==> config.mk <==
export PLATFORM = sky130hd
export DESIGN_NAME = axil_master_flat
export DESIGN_NICKNAME = d
export VERILOG_FILES = /design/src/rtl/axil_master_pkg.sv /design/src/rtl/axil_master_if.sv /design/src/rtl/axil_master.sv /design/src/flat_wrapper.sv
export SDC_FILE = /design/constraint.sdc
export NUM_CORES = 1
export LEC_CHECK = 0
export CORE_MARGIN = 5
export CORE_UTILIZATION = 39
export DETAILED_ROUTE_END_ITERATION = 7
export HOLD_SLACK_MARGIN = 0.03
export PLACE_DENSITY_LB_ADDON = 0.08
export SYNTH_ARGS = -nofsm -noshare
export SYNTH_HDL_FRONTEND = slang
export SYNTH_SLANG_ARGS = --single-unit
==> constraint.sdc <==
create_clock -name CLK -period 2.2 [get_ports CLK]
set_input_delay 0.33 -clock CLK [delete_from_list [all_inputs] [get_ports CLK]]
set_output_delay 0.33 -clock CLK [all_outputs]
set_load 0.01 [all_outputs]
==> src/rtl/axil_master_pkg.sv <==
// Shared types and constants for the AXI4-Lite MMIO initiator.
package axil_master_pkg;

  typedef enum logic [2:0] {
    ST_IDLE         = 3'd0,
    ST_WR_ADDR_DATA = 3'd1,
    ST_WR_RESP      = 3'd2,
    ST_RD_ADDR      = 3'd3,
    ST_RD_DATA      = 3'd4,
    ST_DONE         = 3'd5
  } axil_state_t;

  localparam logic [1:0] AXI_RESP_OKAY   = 2'b00;
  localparam logic [1:0] AXI_RESP_EXOKAY = 2'b01;
  localparam logic [1:0] AXI_RESP_SLVERR = 2'b10;
  localparam logic [1:0] AXI_RESP_DECERR = 2'b11;

  // Anything other than a plain OKAY is reported to the core as an error.
  function automatic logic resp_is_err(input logic [1:0] resp);
    return resp != AXI_RESP_OKAY;
  endfunction

endpackage

==> src/rtl/axil_master_if.sv <==
// AXI4-Lite bus between the core MMIO initiator and the interconnect.
interface axil_master_if #(
  parameter int ADDR_WIDTH = 32,
  parameter int DATA_WIDTH = 32
);
  logic [ADDR_WIDTH-1:0]   awaddr;
  logic [2:0]              awprot;
  logic                    awvalid;
  logic                    awready;
  logic [DATA_WIDTH-1:0]   wdata;
  logic [DATA_WIDTH/8-1:0] wstrb;
  logic                    wvalid;
  logic                    wready;
  logic [1:0]              bresp;
  logic                    bvalid;
  logic                    bready;
  logic [ADDR_WIDTH-1:0]   araddr;
  logic [2:0]              arprot;
  logic                    arvalid;
  logic                    arready;
  logic [DATA_WIDTH-1:0]   rdata;
  logic [1:0]              rresp;
  logic                    rvalid;
  logic                    rready;

  modport master (
    output awaddr, awprot, awvalid, input awready,
    output wdata, wstrb, wvalid, input wready,
    input bresp, bvalid, output bready,
    output araddr, arprot, arvalid, input arready,
    input rdata, rresp, rvalid, output rready
  );

  modport slave (
    input awaddr, awprot, awvalid, output awready,
    input wdata, wstrb, wvalid, output wready,
    output bresp, bvalid, input bready,
    input araddr, arprot, arvalid, output arready,
    output rdata, rresp, rvalid, input rready
  );
endinterface

==> src/rtl/axil_master.sv <==
// Single-outstanding AXI4-Lite initiator for MMIO loads/stores from MEM1.
//
//  state           | meaning
//  ----------------+--------------------------------------------------
//  ST_IDLE         | waiting for AXIL_EN; request fields latched on accept
//  ST_WR_ADDR_DATA | AW and W offered, each retired independently
//  ST_WR_RESP      | BREADY high, waiting for the write response
//  ST_RD_ADDR      | ARVALID high, waiting for ARREADY
//  ST_RD_DATA      | RREADY high, waiting for read data
//  ST_DONE         | done pulse cycle; AXIL_EN ignored
//
// Every output is a flop, so AXI inputs never reach an output combinationally.
// If AXIL_EN falls while busy, the bus transaction still finishes but the
// core sees no done pulse and no RDATA/ERR update.
module axil_master
  import axil_master_pkg::*;
#(
  parameter int ADDR_WIDTH = 32,
  parameter int DATA_WIDTH = 32
) (
  input  logic                    CLK,
  input  logic                    RST_N,
  input  logic                    AXIL_EN,
  input  logic                    AXIL_WE,
  input  logic [ADDR_WIDTH-1:0]   AXIL_ADDR,
  input  logic [DATA_WIDTH-1:0]   AXIL_WDATA,
  input  logic [DATA_WIDTH/8-1:0] AXIL_WSTRB,
  output logic                    AXIL_DONE_READ,
  output logic                    AXIL_DONE_WRITE,
  output logic [DATA_WIDTH-1:0]   AXIL_RDATA,
  output logic                    AXIL_ERR,
  axil_master_if.master           m_axi
);

  localparam int STRB_WIDTH = DATA_WIDTH / 8;

  axil_state_t r_state, w_state_nxt;

  logic [ADDR_WIDTH-1:0] r_addr,  w_addr_nxt;
  logic [DATA_WIDTH-1:0] r_wdata, w_wdata_nxt;
  logic [STRB_WIDTH-1:0] r_wstrb, w_wstrb_nxt;
  logic                  r_awvalid, w_awvalid_nxt;
  logic                  r_wvalid,  w_wvalid_nxt;
  logic                  r_bready,  w_bready_nxt;
  logic                  r_arvalid, w_arvalid_nxt;
  logic                  r_rready,  w_rready_nxt;
  logic                  r_aw_sent, w_aw_sent_nxt;
  logic                  r_w_sent,  w_w_sent_nxt;
  logic                  r_cancel,  w_cancel_nxt;
  logic                  r_done_rd, w_done_rd_nxt;
  logic                  r_done_wr, w_done_wr_nxt;
  logic                  r_err,     w_err_nxt;
  logic [DATA_WIDTH-1:0] r_rdata,   w_rdata_nxt;

  logic w_aw_hs, w_w_hs, w_b_hs, w_ar_hs, w_r_hs;
  logic w_aw_done, w_w_done, w_cancel;

  assign w_aw_hs   = r_awvalid & m_axi.awready;
  assign w_w_hs    = r_wvalid  & m_axi.wready;
  assign w_b_hs    = r_bready  & m_axi.bvalid;
  assign w_ar_hs   = r_arvalid & m_axi.arready;
  assign w_r_hs    = r_rready  & m_axi.rvalid;
  assign w_aw_done = r_aw_sent | w_aw_hs;
  assign w_w_done  = r_w_sent  | w_w_hs;
  // Includes the current cycle so a flush on the completing edge still counts.
  assign w_cancel  = r_cancel | ~AXIL_EN;

  // State register.
  always_ff @(posedge CLK or negedge RST_N) begin
    if (!RST_N) r_state <= ST_IDLE;
    else        r_state <= w_state_nxt;
  end

  // Next-state decode from handshakes and the request.
  always_comb begin
    w_state_nxt = r_state;
    case (r_state)
      ST_IDLE:         if (AXIL_EN) w_state_nxt = AXIL_WE ? ST_WR_ADDR_DATA : ST_RD_ADDR;
      ST_WR_ADDR_DATA: if (w_aw_done && w_w_done) w_state_nxt = ST_WR_RESP;
      ST_WR_RESP:      if (w_b_hs) w_state_nxt = w_cancel ? ST_IDLE : ST_DONE;
      ST_RD_ADDR:      if (w_ar_hs) w_state_nxt = ST_RD_DATA;
      ST_RD_DATA:      if (w_r_hs) w_state_nxt = w_cancel ? ST_IDLE : ST_DONE;
      ST_DONE:         w_state_nxt = ST_IDLE;
      default:         w_state_nxt = ST_IDLE;
    endcase
  end

  // Next values of every registered output and capture register.
  always_comb begin
    w_addr_nxt    = r_addr;
    w_wdata_nxt   = r_wdata;
    w_wstrb_nxt   = r_wstrb;
    w_awvalid_nxt = r_awvalid;
    w_wvalid_nxt  = r_wvalid;
    w_bready_nxt  = r_bready;
    w_arvalid_nxt = r_arvalid;
    w_rready_nxt  = r_rready;
    w_aw_sent_nxt = r_aw_sent;
    w_w_sent_nxt  = r_w_sent;
    w_cancel_nxt  = r_cancel;
    w_err_nxt     = r_err;
    w_rdata_nxt   = r_rdata;
    w_done_rd_nxt = 1'b0;
    w_done_wr_nxt = 1'b0;
    case (r_state)
      ST_IDLE: begin
        if (AXIL_EN) begin
          w_addr_nxt    = AXIL_ADDR;
          w_wdata_nxt   = AXIL_WDATA;
          w_wstrb_nxt   = AXIL_WSTRB;
          w_aw_sent_nxt = 1'b0;
          w_w_sent_nxt  = 1'b0;
          w_cancel_nxt  = 1'b0;
          if (AXIL_WE) begin
            w_awvalid_nxt = 1'b1;
            w_wvalid_nxt  = 1'b1;
          end else begin
            w_arvalid_nxt = 1'b1;
          end
        end
      end
      ST_WR_ADDR_DATA: begin
        w_cancel_nxt = w_cancel;
        if (w_aw_hs) begin
          w_awvalid_nxt = 1'b0;
          w_aw_sent_nxt = 1'b1;
        end
        if (w_w_hs) begin
          w_wvalid_nxt = 1'b0;
          w_w_sent_nxt = 1'b1;
        end
        if (w_aw_done && w_w_done) w_bready_nxt = 1'b1;
      end
      ST_WR_RESP: begin
        w_cancel_nxt = w_cancel;
        if (w_b_hs) begin
          w_bready_nxt = 1'b0;
          if (!w_cancel) begin
            w_err_nxt     = resp_is_err(m_axi.bresp);
            w_done_wr_nxt = 1'b1;
          end
        end
      end
      ST_RD_ADDR: begin
        w_cancel_nxt = w_cancel;
        if (w_ar_hs) begin
          w_arvalid_nxt = 1'b0;
          w_rready_nxt  = 1'b1;
        end
      end
      ST_RD_DATA: begin
        w_cancel_nxt = w_cancel;
        if (w_r_hs) begin
          w_rready_nxt = 1'b0;
          if (!w_cancel) begin
            w_rdata_nxt   = m_axi.rdata;
            w_err_nxt     = resp_is_err(m_axi.rresp);
            w_done_rd_nxt = 1'b1;
          end
        end
      end
      default: ;
    endcase
  end

  // Output and capture registers.
  always_ff @(posedge CLK or negedge RST_N) begin
    if (!RST_N) begin
      r_addr    <= '0;
      r_wdata   <= '0;
      r_wstrb   <= '0;
      r_awvalid <= 1'b0;
      r_wvalid  <= 1'b0;
      r_bready  <= 1'b0;
      r_arvalid <= 1'b0;
      r_rready  <= 1'b0;
      r_aw_sent <= 1'b0;
      r_w_sent  <= 1'b0;
      r_cancel  <= 1'b0;
      r_done_rd <= 1'b0;
      r_done_wr <= 1'b0;
      r_err     <= 1'b0;
      r_rdata   <= '0;
    end else begin
      r_addr    <= w_addr_nxt;
      r_wdata   <= w_wdata_nxt;
      r_wstrb   <= w_wstrb_nxt;
      r_awvalid <= w_awvalid_nxt;
      r_wvalid  <= w_wvalid_nxt;
      r_bready  <= w_bready_nxt;
      r_arvalid <= w_arvalid_nxt;
      r_rready  <= w_rready_nxt;
      r_aw_sent <= w_aw_sent_nxt;
      r_w_sent  <= w_w_sent_nxt;
      r_cancel  <= w_cancel_nxt;
      r_done_rd <= w_done_rd_nxt;
      r_done_wr <= w_done_wr_nxt;
      r_err     <= w_err_nxt;
      r_rdata   <= w_rdata_nxt;
    end
  end

  assign m_axi.awaddr  = r_addr;
  assign m_axi.awprot  = 3'b000;
  assign m_axi.awvalid = r_awvalid;
  assign m_axi.wdata   = r_wdata;
  assign m_axi.wstrb   = r_wstrb;
  assign m_axi.wvalid  = r_wvalid;
  assign m_axi.bready  = r_bready;
  assign m_axi.araddr  = r_addr;
  assign m_axi.arprot  = 3'b000;
  assign m_axi.arvalid = r_arvalid;
  assign m_axi.rready  = r_rready;

  assign AXIL_DONE_READ  = r_done_rd;
  assign AXIL_DONE_WRITE = r_done_wr;
  assign AXIL_RDATA      = r_rdata;
  assign AXIL_ERR        = r_err;

endmodule

==> src/flat_wrapper.sv <==
// flat-port wrapper written by rule: the top's interface ports become plain ports
module axil_master_flat import axil_master_pkg::*;
#(
  parameter int ADDR_WIDTH = 32,
  parameter int DATA_WIDTH = 32
)
  (CLK, RST_N, AXIL_EN, AXIL_WE, AXIL_ADDR, AXIL_WDATA, AXIL_WSTRB, AXIL_DONE_READ, AXIL_DONE_WRITE, AXIL_RDATA, AXIL_ERR, m_axi_awaddr, m_axi_awprot, m_axi_awvalid, m_axi_awready, m_axi_wdata, m_axi_wstrb, m_axi_wvalid, m_axi_wready, m_axi_bresp, m_axi_bvalid, m_axi_bready, m_axi_araddr, m_axi_arprot, m_axi_arvalid, m_axi_arready, m_axi_rdata, m_axi_rresp, m_axi_rvalid, m_axi_rready);
  axil_master_if #(.ADDR_WIDTH(ADDR_WIDTH), .DATA_WIDTH(DATA_WIDTH)) m_axi_i ();
  input  logic CLK;
  input  logic RST_N;
  input  logic AXIL_EN;
  input  logic AXIL_WE;
  input  logic [ADDR_WIDTH-1:0] AXIL_ADDR;
  input  logic [DATA_WIDTH-1:0] AXIL_WDATA;
  input  logic [DATA_WIDTH/8-1:0] AXIL_WSTRB;
  output logic AXIL_DONE_READ;
  output logic AXIL_DONE_WRITE;
  output logic [DATA_WIDTH-1:0] AXIL_RDATA;
  output logic AXIL_ERR;
  output wire logic [$bits(m_axi_i.awaddr)-1:0] m_axi_awaddr;
  output wire logic [$bits(m_axi_i.awprot)-1:0] m_axi_awprot;
  output wire logic [$bits(m_axi_i.awvalid)-1:0] m_axi_awvalid;
  input wire logic [$bits(m_axi_i.awready)-1:0] m_axi_awready;
  output wire logic [$bits(m_axi_i.wdata)-1:0] m_axi_wdata;
  output wire logic [$bits(m_axi_i.wstrb)-1:0] m_axi_wstrb;
  output wire logic [$bits(m_axi_i.wvalid)-1:0] m_axi_wvalid;
  input wire logic [$bits(m_axi_i.wready)-1:0] m_axi_wready;
  input wire logic [$bits(m_axi_i.bresp)-1:0] m_axi_bresp;
  input wire logic [$bits(m_axi_i.bvalid)-1:0] m_axi_bvalid;
  output wire logic [$bits(m_axi_i.bready)-1:0] m_axi_bready;
  output wire logic [$bits(m_axi_i.araddr)-1:0] m_axi_araddr;
  output wire logic [$bits(m_axi_i.arprot)-1:0] m_axi_arprot;
  output wire logic [$bits(m_axi_i.arvalid)-1:0] m_axi_arvalid;
  input wire logic [$bits(m_axi_i.arready)-1:0] m_axi_arready;
  input wire logic [$bits(m_axi_i.rdata)-1:0] m_axi_rdata;
  input wire logic [$bits(m_axi_i.rresp)-1:0] m_axi_rresp;
  input wire logic [$bits(m_axi_i.rvalid)-1:0] m_axi_rvalid;
  output wire logic [$bits(m_axi_i.rready)-1:0] m_axi_rready;
  assign m_axi_awaddr = m_axi_i.awaddr;
  assign m_axi_awprot = m_axi_i.awprot;
  assign m_axi_awvalid = m_axi_i.awvalid;
  assign m_axi_i.awready = m_axi_awready;
  assign m_axi_wdata = m_axi_i.wdata;
  assign m_axi_wstrb = m_axi_i.wstrb;
  assign m_axi_wvalid = m_axi_i.wvalid;
  assign m_axi_i.wready = m_axi_wready;
  assign m_axi_i.bresp = m_axi_bresp;
  assign m_axi_i.bvalid = m_axi_bvalid;
  assign m_axi_bready = m_axi_i.bready;
  assign m_axi_araddr = m_axi_i.araddr;
  assign m_axi_arprot = m_axi_i.arprot;
  assign m_axi_arvalid = m_axi_i.arvalid;
  assign m_axi_i.arready = m_axi_arready;
  assign m_axi_i.rdata = m_axi_rdata;
  assign m_axi_i.rresp = m_axi_rresp;
  assign m_axi_i.rvalid = m_axi_rvalid;
  assign m_axi_rready = m_axi_i.rready;
  axil_master #(.ADDR_WIDTH(ADDR_WIDTH), .DATA_WIDTH(DATA_WIDTH)) u_core (.CLK(CLK), .RST_N(RST_N), .AXIL_EN(AXIL_EN), .AXIL_WE(AXIL_WE), .AXIL_ADDR(AXIL_ADDR), .AXIL_WDATA(AXIL_WDATA), .AXIL_WSTRB(AXIL_WSTRB), .AXIL_DONE_READ(AXIL_DONE_READ), .AXIL_DONE_WRITE(AXIL_DONE_WRITE), .AXIL_RDATA(AXIL_RDATA), .AXIL_ERR(AXIL_ERR), .m_axi(m_axi_i));
endmodule
==> summary.txt <==
CTS tree - yes
final setup violation count - 0
reg2reg end - u_core.m_axi.wdata[5]
Die Area - 0.0146 sq mm
Final Wtd Congestion - 0.841
f_max - 550 MHz
RSZ-0062 raised after global routing - false
largest net degree at the start of global routing - 51
# diodes - 0
met1 Use GR - 21.5%
final cell count without fillers - 870
CORE AREA - 0.0120 sq mm
Static Leak - 0.00371 uW
H-Tree Depth - 4
worst hold path type - input port to async pin
DRC Markers - 0
post-synthesis mux area share - 7.98%
Detailed Route Iter0 Violations - 229
CTS sink cnt - 114
total negative setup slack - 0 ns
number of core rows - 40
final WL - 14.7 mm
Async S/R FF share, synth - 100%
first-pass GRT wire length - 22.9 mm
post-route ant nets - 0
crit-path max FO - 18
Bufs on Longest Clock Path - 2
reg2reg path depth - 6
Mean Syn Cell Area - 9.97 sq um
Cells after Synth - 481
Vias per Instance - 4.72
Post-synth EDFFs - 0
simple-gate share of the synthesized area - 20.1%
post-synthesis adder-cell area fraction - 0.209%
Syn-to-layout area delta - 64.4%
initial antenna violation count - 0
FF-to-FF setup slack - 0.38 ns
IO Pins - 259
vias in the first global route - 4252
Port Buffer Count - 252
Initial DRT Pass Iterations - 4
top_reg_cell synth - dfrtp_1
R2R Path Start - u_core.r_state[0]
largest family of logic cells by synthesized area - simple AND/OR/NAND/NOR gates
clock latency on the worst-skew pair - 0.41 ns
Via Count - 4105
Slew Limit Fails - 0
cell taking the most area after synthesis - dfrtp_1
TritonCTS Buffers - 17
placed insts - 838
Chip Width - 121 um
Setup crit end kind - register
Synth top area share - 59.5%
Synth Area in XOR/XNOR - 0%
Top Usage Layer GRT - met2
Yosys cell types - 33
post-route minimum period - 1.82 ns
VDD IR max - 660 uV
Final period util - 82.6%
mapped cell area - 0.00480 sq mm
Clock transition at path regs - 0.05 ns
top cells by area, synth - dfrtp_1 (59%), nand2_1 (17%), mux2_2 (7.7%)
GR Layer Usage met2 - 36.8%
met3 usage - 7.37%
Initial Util - 39.9%
FF+latch count, synth - 114
WL/cell - 16.8 um
Die Y - 121 um
Critical Path RT - 2.50 ns
Power Dens Cells - 1470 mW/mm^2
Clock Skews - 0.00652 ns
clock root cell - clkbuf_16
critical path launch point type - register
layout cells sized above 1 - 10.9%
status - completed
Yosys warning count - 0
hold violation count in the final report - 0
worst path arrival time - 2.11 ns
post-synthesis compound-gate area fraction - 3.39%
max cap viols - 0
# Post-CTS Setup Buffers - 0
grt total ovfl - 0
WS Path Type - register to register
GRT Util Overall - 20.4%
hpwl dp - 11.1 mm
sequential area share after synthesis - 59.5%
Nets - 824
[synthesized netlist by cell type (4+ instances only)]
library cell and count:
dfrtp_1 114, buf_4 38, clkbuf_1 10, inv_1 4, o21ai_0 9, buf_2 9
mux2_2 33, nand2_1 218, a21oi_1 5, nor3_1 4
[worst max-delay path by stage]
stage                           start               endpoint  slack, ns  cells after the start
CTS                 u_core.r_state[1]    u_core.m_axi.wvalid       0.38                      6
finish              u_core.r_state[0]  u_core.m_axi.wdata[5]       0.38                      6
detailed placement            AXIL_EN  u_core.AXIL_RDATA[13]       0.26                      5
floorplan           u_core.r_state[1]  u_core.AXIL_RDATA[10]       0.47                      6
global placement              AXIL_EN      u_core.r_state[1]       0.28                      6
global route        u_core.r_state[0]    u_core.m_axi.wvalid       0.26                      6
[routing by layer]
metal  vias up  share of wire (%)  wire length (um)
met3        23                8.0              1180
li1       1952                  -                 -
met5         -                  0                 0
met2       167                 54              7900
met1      1963                 36              5260
met4         0                2.2               323
[logic make-up after synthesis]
| group | count (synthesis) |
|---|---|
| flops | 114 |
| other cells | 1 |
| buf+inv | 65 |
| simple gates | 240 |
| fa+ha+maj | 1 |
| mux | 34 |
| compound gates | 26 |
[cell usage in the layout (no fill, tap or decap), types with 6 or more instances in the layout]
master,instances
clkdlybuf4s50_1,251
nand2_1,217
dfrtp_1,114
mux2_2,33
clkbuf_16,17
o21ai_0,9
buf_4,9
conb_1,6
clkbuf_8,6
[layout make-up]
cell class / instances / area (sq um)
Timing Repair Buffer: 266 / 2690
Multi-Input combinational cell: 307 / 1550
Inverter: 5 / 18.8
Tap cell: 147 / 184
Fill cell: 967 / 4130
Clock inverter: 4 / 70.1
Clock buffer: 27 / 523
Sequential cell: 114 / 2850
[state kept, by name, summed over array words and instances, names as in the netlist]
register and count:
u_core.m_axi.arvalid 1, u_core.r_cancel 1, u_core.r_w_sent 1, u_core.r_aw_sent 1
u_core.m_axi.wdata 32, u_core.m_axi.wstrb 4, u_core.m_axi.wvalid 1, u_core.AXIL_ERR 1
u_core.AXIL_DONE_WRITE 1, u_core.m_axi.rready 1, u_core.AXIL_RDATA 32, u_core.m_axi.awvalid 1
u_core.r_state 3, u_core.m_axi.araddr 32, u_core.AXIL_DONE_READ 1, u_core.m_axi.bready 1
[report_power, final]
| part | switching [uW] | internal (uW) | leakage, uW |
|---|---|---|---|
| registers | 613 | 3060 | 0.00146 |
| clock network | 896 | 1840 | 0.000293 |
| logic | 2290 | 2880 | 0.00196 |
| total | 3800 | 7770 | 0.00371 |
[critical path, cell delays in order, from the launching register on]
cell and delay, ns:
dfrtp_1 0.40, buf_4 0.20, nor3_1 0.36, nand2_2 0.31, buf_4 0.30, nand2_1 0.09
nand2_1 0.05
[stage by stage]
step           utilization (%)  total power, uW  setup slack [ns]  hold slack [ns]  cell area, sq um
2_1_floorplan                -             6090             0.471           0.0344              4810
3_3_place_gp              60.6             8790             0.284            0.324              7280
3_5_place_dp              60.6             8940             0.257            0.324              7280
4_1_cts                   65.6            11700             0.377            0.421              7880
5_1_grt                   65.6            12300             0.263            0.439              7880
6_report                  65.6            11600             0.382            0.423              7880
[timing repair]
action / in CTS / in global routing
hold buffers: 1 / 0
gates resized for setup: 0 / 0
setup endpoints to repair: 0 / 0
hold endpoints to repair: 30 / 0
Note: power is estimated with default switching activity, not from simulation.
